**src/rtl/hsi_pkg.sv**
```systemverilog
// Shared types and default timing for the HSI master poll scheduler.
package hsi_pkg;

  localparam int unsigned RX_ERR_W       = 6;
  localparam int unsigned RX_TIMEOUT_DEF = 64;
  localparam int unsigned POLL_GAP_DEF   = 16;
  localparam int unsigned MAX_RETRY_DEF  = 3;
  localparam int unsigned CNT_W_DEF      = 8;
  localparam int unsigned RETRY_W        = 2;

  typedef enum logic [2:0] {
    ST_IDLE    = 3'd0,
    ST_START   = 3'd1,
    ST_TX_WAIT = 3'd2,
    ST_RX_WAIT = 3'd3,
    ST_EVAL    = 3'd4,
    ST_GAP     = 3'd5
  } state_t;

  // Reply fields latched at rx_frame_end and evaluated one cycle later.
  typedef struct packed {
    logic [RX_ERR_W-1:0] errs;
    logic                service_req;
    logic                sd_busy;
  } rx_reply_t;

endpackage

```
**src/rtl/hsi_m_poll_sched_if.sv**
```systemverilog
// TX request / RX reply handshake between the poll scheduler and the link datapath.
interface hsi_m_poll_sched_if;

  logic                         tx_start;
  logic                         tx_done;
  logic                         rx_frame_end;
  logic [hsi_pkg::RX_ERR_W-1:0] rx_errs;
  logic                         rx_service_req;
  logic                         rx_sd_busy;

  modport master (
    output tx_start,
    input  tx_done, rx_frame_end, rx_errs, rx_service_req, rx_sd_busy
  );

  modport slave (
    input  tx_start,
    output tx_done, rx_frame_end, rx_errs, rx_service_req, rx_sd_busy
  );

endinterface

```
**src/rtl/hsi_tick_cnt.sv**
```systemverilog
// Tick-gated up-counter with clear; stops at the limit so it can never wrap.
module hsi_tick_cnt #(
  parameter int unsigned CNT_W = 8
) (
  input  logic             clk,
  input  logic             rst,
  input  logic             clr,
  input  logic             tick,
  input  logic [CNT_W-1:0] limit,
  output logic             done_c
);

  logic [CNT_W-1:0] cnt;

  assign done_c = (cnt >= limit);

  always_ff @(posedge clk) begin
    if (rst || clr) begin
      cnt <= '0;
    end else if (tick && !done_c) begin
      cnt <= cnt + CNT_W'(1);
    end
  end

endmodule

```
**src/rtl/hsi_m_poll_sched.sv**
```systemverilog
// HSI master transaction scheduler: periodic polls, reply check/timeout,
// retry with dat1/dat2 line alternation and service-data request sequencing.
module hsi_m_poll_sched
  import hsi_pkg::*;
#(
  parameter int unsigned RX_TIMEOUT = RX_TIMEOUT_DEF,
  parameter int unsigned POLL_GAP   = POLL_GAP_DEF,
  parameter int unsigned MAX_RETRY  = MAX_RETRY_DEF,
  parameter int unsigned CNT_W      = CNT_W_DEF
) (
  input  logic                  clk,
  input  logic                  rst,
  input  logic                  clk_en,
  input  logic                  poll_en,
  hsi_m_poll_sched_if.master    bus,
  output logic                  dat_src,
  output logic                  sdreq_en,
  output logic                  busy,
  output logic                  trans_ok,
  output logic                  trans_fail,
  output logic                  timeout,
  output logic [RX_ERR_W-1:0]   last_errs,
  output logic                  link_fail,
  output logic [RETRY_W-1:0]    retry_cnt
);

  state_t             state, state_d;
  rx_reply_t          reply_q, reply_d;
  logic               to_q, to_d;
  logic               tx_start_q, tx_start_d;
  logic               dat_src_d, sdreq_d, busy_d;
  logic               trans_ok_d, trans_fail_d, timeout_d, link_fail_d;
  logic [RETRY_W-1:0] retry_d;

  logic               cnt_clr_c, cnt_done_c;
  logic [CNT_W-1:0]   cnt_limit_c;

  // One counter serves both the reply timeout and the inter-poll gap.
  assign cnt_clr_c   = !((state == ST_RX_WAIT) || (state == ST_GAP));
  assign cnt_limit_c = (state == ST_GAP) ? CNT_W'(POLL_GAP) : CNT_W'(RX_TIMEOUT);

  hsi_tick_cnt #(.CNT_W(CNT_W)) u_tick_cnt (
    .clk    (clk),
    .rst    (rst),
    .clr    (cnt_clr_c),
    .tick   (clk_en),
    .limit  (cnt_limit_c),
    .done_c (cnt_done_c)
  );

  assign bus.tx_start = tx_start_q;
  assign last_errs    = reply_q.errs;

  // Next-state and next-output logic.
  always_comb begin
    state_d      = state;
    reply_d      = reply_q;
    to_d         = to_q;
    dat_src_d    = dat_src;
    sdreq_d      = sdreq_en;
    retry_d      = retry_cnt;
    link_fail_d  = link_fail;
    trans_ok_d   = 1'b0;
    trans_fail_d = 1'b0;
    timeout_d    = 1'b0;

    case (state)
      ST_IDLE: begin
        if (poll_en) begin
          state_d     = ST_START;
          link_fail_d = 1'b0;
        end
      end
      ST_START: state_d = ST_TX_WAIT;
      ST_TX_WAIT: begin
        if (bus.tx_done) state_d = ST_RX_WAIT;
      end
      ST_RX_WAIT: begin
        // A frame ending in the expiry cycle still counts as a reply.
        if (bus.rx_frame_end) begin
          reply_d.errs        = bus.rx_errs;
          reply_d.service_req = bus.rx_service_req;
          reply_d.sd_busy     = bus.rx_sd_busy;
          to_d                = 1'b0;
          state_d             = ST_EVAL;
        end else if (cnt_done_c) begin
          to_d    = 1'b1;
          state_d = ST_EVAL;
        end
      end
      ST_EVAL: begin
        if (!to_q && (reply_q.errs == '0)) begin
          trans_ok_d = 1'b1;
          retry_d    = '0;
          sdreq_d    = reply_q.service_req & ~reply_q.sd_busy;
        end else begin
          trans_fail_d = 1'b1;
          timeout_d    = to_q;
          dat_src_d    = ~dat_src;
          if (retry_cnt < RETRY_W'(MAX_RETRY)) retry_d = retry_cnt + RETRY_W'(1);
          if (retry_d >= RETRY_W'(MAX_RETRY)) link_fail_d = 1'b1;
        end
        state_d = ST_GAP;
      end
      ST_GAP: begin
        if (cnt_done_c) begin
          if (poll_en) begin
            state_d = ST_START;
          end else begin
            state_d = ST_IDLE;
            sdreq_d = 1'b0;
          end
        end
      end
      default: state_d = ST_IDLE;
    endcase

    tx_start_d = (state == ST_START);
    busy_d     = (state_d != ST_IDLE);
  end

  // State and output registers.
  always_ff @(posedge clk) begin
    if (rst) begin
      state      <= ST_IDLE;
      reply_q    <= '0;
      to_q       <= 1'b0;
      tx_start_q <= 1'b0;
      dat_src    <= 1'b1;
      sdreq_en   <= 1'b0;
      busy       <= 1'b0;
      trans_ok   <= 1'b0;
      trans_fail <= 1'b0;
      timeout    <= 1'b0;
      link_fail  <= 1'b0;
      retry_cnt  <= '0;
    end else begin
      state      <= state_d;
      reply_q    <= reply_d;
      to_q       <= to_d;
      tx_start_q <= tx_start_d;
      dat_src    <= dat_src_d;
      sdreq_en   <= sdreq_d;
      busy       <= busy_d;
      trans_ok   <= trans_ok_d;
      trans_fail <= trans_fail_d;
      timeout    <= timeout_d;
      link_fail  <= link_fail_d;
      retry_cnt  <= retry_d;
    end
  end

endmodule

```
**src/flat_wrapper.sv**
```systemverilog
// flat-port wrapper written by rule: the top's interface ports become plain ports
module hsi_m_poll_sched_flat import hsi_pkg::*;
#(
  parameter int unsigned RX_TIMEOUT = RX_TIMEOUT_DEF,
  parameter int unsigned POLL_GAP   = POLL_GAP_DEF,
  parameter int unsigned MAX_RETRY  = MAX_RETRY_DEF,
  parameter int unsigned CNT_W      = CNT_W_DEF
)
  (clk, rst, clk_en, poll_en, dat_src, sdreq_en, busy, trans_ok, trans_fail, timeout, last_errs, link_fail, retry_cnt, bus_tx_start, bus_tx_done, bus_rx_frame_end, bus_rx_errs, bus_rx_service_req, bus_rx_sd_busy);
  hsi_m_poll_sched_if bus_i ();
  input  logic clk;
  input  logic rst;
  input  logic clk_en;
  input  logic poll_en;
  output logic dat_src;
  output logic sdreq_en;
  output logic busy;
  output logic trans_ok;
  output logic trans_fail;
  output logic timeout;
  output logic [RX_ERR_W-1:0] last_errs;
  output logic link_fail;
  output logic [RETRY_W-1:0] retry_cnt;
  output wire logic [$bits(bus_i.tx_start)-1:0] bus_tx_start;
  input wire logic [$bits(bus_i.tx_done)-1:0] bus_tx_done;
  input wire logic [$bits(bus_i.rx_frame_end)-1:0] bus_rx_frame_end;
  input wire logic [$bits(bus_i.rx_errs)-1:0] bus_rx_errs;
  input wire logic [$bits(bus_i.rx_service_req)-1:0] bus_rx_service_req;
  input wire logic [$bits(bus_i.rx_sd_busy)-1:0] bus_rx_sd_busy;
  assign bus_tx_start = bus_i.tx_start;
  assign bus_i.tx_done = bus_tx_done;
  assign bus_i.rx_frame_end = bus_rx_frame_end;
  assign bus_i.rx_errs = bus_rx_errs;
  assign bus_i.rx_service_req = bus_rx_service_req;
  assign bus_i.rx_sd_busy = bus_rx_sd_busy;
  hsi_m_poll_sched #(.RX_TIMEOUT(RX_TIMEOUT), .POLL_GAP(POLL_GAP), .MAX_RETRY(MAX_RETRY), .CNT_W(CNT_W)) u_core (.clk(clk), .rst(rst), .clk_en(clk_en), .poll_en(poll_en), .bus(bus_i), .dat_src(dat_src), .sdreq_en(sdreq_en), .busy(busy), .trans_ok(trans_ok), .trans_fail(trans_fail), .timeout(timeout), .last_errs(last_errs), .link_fail(link_fail), .retry_cnt(retry_cnt));
endmodule
```
**config.mk**
```make
export PLATFORM = sky130hd
export DESIGN_NAME = hsi_m_poll_sched_flat
export DESIGN_NICKNAME = d
export VERILOG_FILES = /design/src/rtl/hsi_pkg.sv /design/src/rtl/hsi_m_poll_sched_if.sv /design/src/rtl/hsi_tick_cnt.sv /design/src/rtl/hsi_m_poll_sched.sv /design/src/flat_wrapper.sv
export SDC_FILE = /design/constraint.sdc
export NUM_CORES = 1
export LEC_CHECK = 0
export ABC_CLOCK_PERIOD_IN_PS = 2200
export CORE_ASPECT_RATIO = 0.9
export CORE_MARGIN = 1.5
export CORE_UTILIZATION = 30
export DETAILED_ROUTE_END_ITERATION = 6
export PLACE_DENSITY = 0.6
export SLEW_MARGIN = 25
export SYNTH_ARGS = -nofsm -noshare
export SYNTH_HDL_FRONTEND = slang
export SYNTH_SLANG_ARGS = --single-unit
```
**constraint.sdc**
```tcl
create_clock -name clk -period 2.2 [get_ports clk]
set_input_delay 0.22 -clock clk [delete_from_list [all_inputs] [get_ports clk]]
set_output_delay 0.22 -clock clk [all_outputs]
set_load 0.05 [all_outputs]
```
==> results.toml <==
[outcome]
status = "finished clean"

[clock_network]
htree_levels = 2
ctsHoldBuffers = 0
cts_tree = "yes"
cts_buffer_depth = 2
clkLatencyLatePin_ps = 280
cts_root_buf = "clkbuf_8"
cts.sinks = 30
numCtsBuffers = 5
clk_pin_slew_ps = 70

[synthesis]
synth_edf_count = 0
netlist_area_um2 = 1370
syn_avg_cell_area_um2 = 8.54
async_flop_share = 0
synthCells = 160
synth_seq_cells = 30
synth.distinct_cells = 38
syn_nets = 177
synth_ff_type = "dfxtp_1"
ys_seq_area_frac = 0.440
synth_warnings = 0

[timing]
clock.fmax_mhz = 470
postLayoutSetupSlackWorst_ps = 72.3
setup_violations = 0
fin_crit_sh = 0.967
max-slew-margin-rel = 0.664
hold_ws_ps = 452
final_max_slew_viol_count = 0
min_period_ps = 2130
hold_viol = 0
tightest_slew_ps = 502
fin_worst_skew_ps = 5.62

[critical_path]
critPathLaunchType = "register"
timing.rr.end = "u_core.u_tick_cnt.cnt[4]"
crit_path_max_fanout = 7
reg2regPathDepth = 7
r2r_slack_ps = 70
crit_type = "register to register"
r2r_start = "u_core.state[2]"
cp-end-kind = "register"
worstPathRequired_ps = 2410
crit_arrival_ps = 2340

[grt]
grt.met3_usage = 0.0454
grt.busiest_layer = "met2"
antenna_found_initial = 0
grt_usage = 0.124
grt_pass1_wl_um = 4520
grt_max_degree = 19
met1_usage = 0.161
grt_overflow_total = 0
met2_usage = 0.177
grt_pass1_vias = 988

[pwr]
power_mw = 1.24
p_per_area_nw_per_um2 = 676
ir_drop_mv = 0.285
cellLeakagePower_nw = 0.647

[die]
die_area_um2 = 4970
start_util = 0.310
die_h_um = 67.0
rows = 23
coreArea_um2 = 4400
boundaryPins = 30
die_width_um = 74.1

[worst_hold_path]
min_path_cells = 2
hold_end = "u_core.reply_q[1]"
min-delay-start = "u_core.reply_q[1]"
hp-class = "register to register"

[layout]
nNetsFinal = 207
drive_gt1_frac = 0.121
fin_cells = 252
stdcell_area_um2 = 1830
synthToLayoutAreaGrowth_pct = 34.2
n_antenna_cell = 0

[place]
dpl_worst_slack_ps = 18.8
dp_hpwl_um = 1980
dpl_cell_area_um2 = 1710
io_buffer_count = 29
dp_cells = 244
gp_congestion = 0.736

[route]
wl_per_cell_um = 11.2
first_iter_violations = 57
wl_um = 2830
routed-via-count = 1148
final_antenna_net_count = 0
viasPerCell = 4.56
drt_drc_violations_left = 0
drt_first_pass_iters = 4

[job]
drv_cap = 0
-- through the flow --
stage	setup TNS, ps	utilization
2_1_floorplan	0	-
3_3_place_gp	0	0.388
4_1_cts	0	0.413
5_1_grt	-20.5	0.417
6_report	0	0.417
3_5_place_dp	0	0.388
-- critical path: stages (launching register included) --
cell and delay, ps:
dfxtp_1 350, nor2b_4 160, and2_4 160, ha_1 240
or4b_4 500, a21boi_4 170, or3_1 340, a21oi_1 130
-- cell families (layout without fill, tap and decap cells) --
family                   count (synthesis)  count (layout)  share of synthesized area
AO/OA/AOI/OAI                           34              34                      0.153
XOR/XNOR                                 5               5                     0.0320
adder cells (fa/ha/maj)                  3               3                     0.0275
buffers and inverters                   18              48                     0.0659
flip-flops                              30              30                      0.440
multiplexers                             1               1                    0.00733
AND/OR/NAND/NOR                         69              69                      0.275
-- registers in the layout (all words and copies together) (netlist names), 2 cells and up --
register               cells
u_core.last_errs           6
u_core.retry_cnt           2
u_core.state               3
u_core.u_tick_cnt.cnt      8
u_core.reply_q             2
-- worst max-delay path by stage --
stage,endpoint,slack (ps),from,cells after the start
5_1_grt,u_core.u_tick_cnt.cnt[4],-20,u_core.state[2],7
3_5_place_dp,u_core.u_tick_cnt.cnt[4],20,u_core.state[2],7
2_1_floorplan,u_core.u_tick_cnt.cnt[4],20,u_core.state[1],8
3_3_place_gp,u_core.u_tick_cnt.cnt[4],70,u_core.state[2],7
6_report,u_core.u_tick_cnt.cnt[4],70,u_core.state[2],7
4_1_cts,u_core.u_tick_cnt.cnt[4],10,u_core.state[2],7
-- final cells by class --
| class | count | area [um^2] |
|---|---|---|
| multi-input combinational | 112 | 686 |
| inverter | 6 | 22.5 |
| timing repair buffer | 35 | 335 |
| clock buffer | 6 | 82.6 |
| clock inverter | 1 | 30.0 |
| sequential | 30 | 601 |
| fill | 451 | 2570 |
| tap | 62 | 77.6 |
-- layout by cell type, fill, tap and decap left out, drive strengths merged, types with 2 or more instances in the layout --
master | netlist | final
a21boi | 2 | 2
clkdlybuf4s50 | 0 | 29
nand3 | 3 | 3
a21oi | 15 | 15
nor3 | 8 | 8
nand2b | 2 | 2
ha | 3 | 3
a31oi | 3 | 3
xnor2 | 4 | 4
inv | 6 | 6
or3 | 5 | 5
nor2 | 10 | 10
nor3b | 3 | 3
buf | 6 | 6
nor4 | 3 | 3
nor2b | 2 | 2
clkbuf | 6 | 6
dfxtp | 30 | 30
and2 | 2 | 2
nand3b | 2 | 2
o21ai | 8 | 8
o21a | 2 | 2
nand2 | 22 | 22
-- per-layer routing --
| metal | vias up | wire, um |
|---|---|---|
| li1 | 604 | - |
| met1 | 517 | 1430 |
| met2 | 22 | 1230 |
| met3 | 5 | 114 |
| met4 | 0 | 47 |
| met5 | - | 0 |
-- what timing repair did --
action	in CTS	in global routing
gates resized for setup	0	2
buffers inserted	0	1
endpoints found under the hold margin	0	0
setup endpoints to repair	0	4
-- cells in the mapped netlist, types with 2 or more instances --
cell type,count,area (um^2)
a31oi_1,3,18.8
inv_1,6,22.5
nor3_1,8,40.0
or3_1,4,25.0
nand2_1,22,82.6
o21ai_0,8,40.0
clkbuf_1,6,22.5
dfxtp_1,30,601
nor3b_1,3,22.5
nor2_1,10,37.5
and2_1,2,12.5
nand3_1,3,15.0
buf_4,6,45.0
nor4_1,2,12.5
nor2b_1,2,12.5
xnor2_1,4,35.0
nand3b_1,2,15.0
ha_1,3,37.5
o21a_1,2,15.0
a21oi_1,15,75.1
nand2b_1,2,12.5
-- power by group --
group | leakage, nW | total (mW) | internal [mW] | switching, mW
sequential | 0.243 | 0.559 | 0.553 | 0.00577
combinational | 0.347 | 0.118 | 0.0545 | 0.0634
clock | 0.0573 | 0.563 | 0.362 | 0.201
total | 0.647 | 1.24 | 0.969 | 0.270
(Power assumes the default switching activity.)
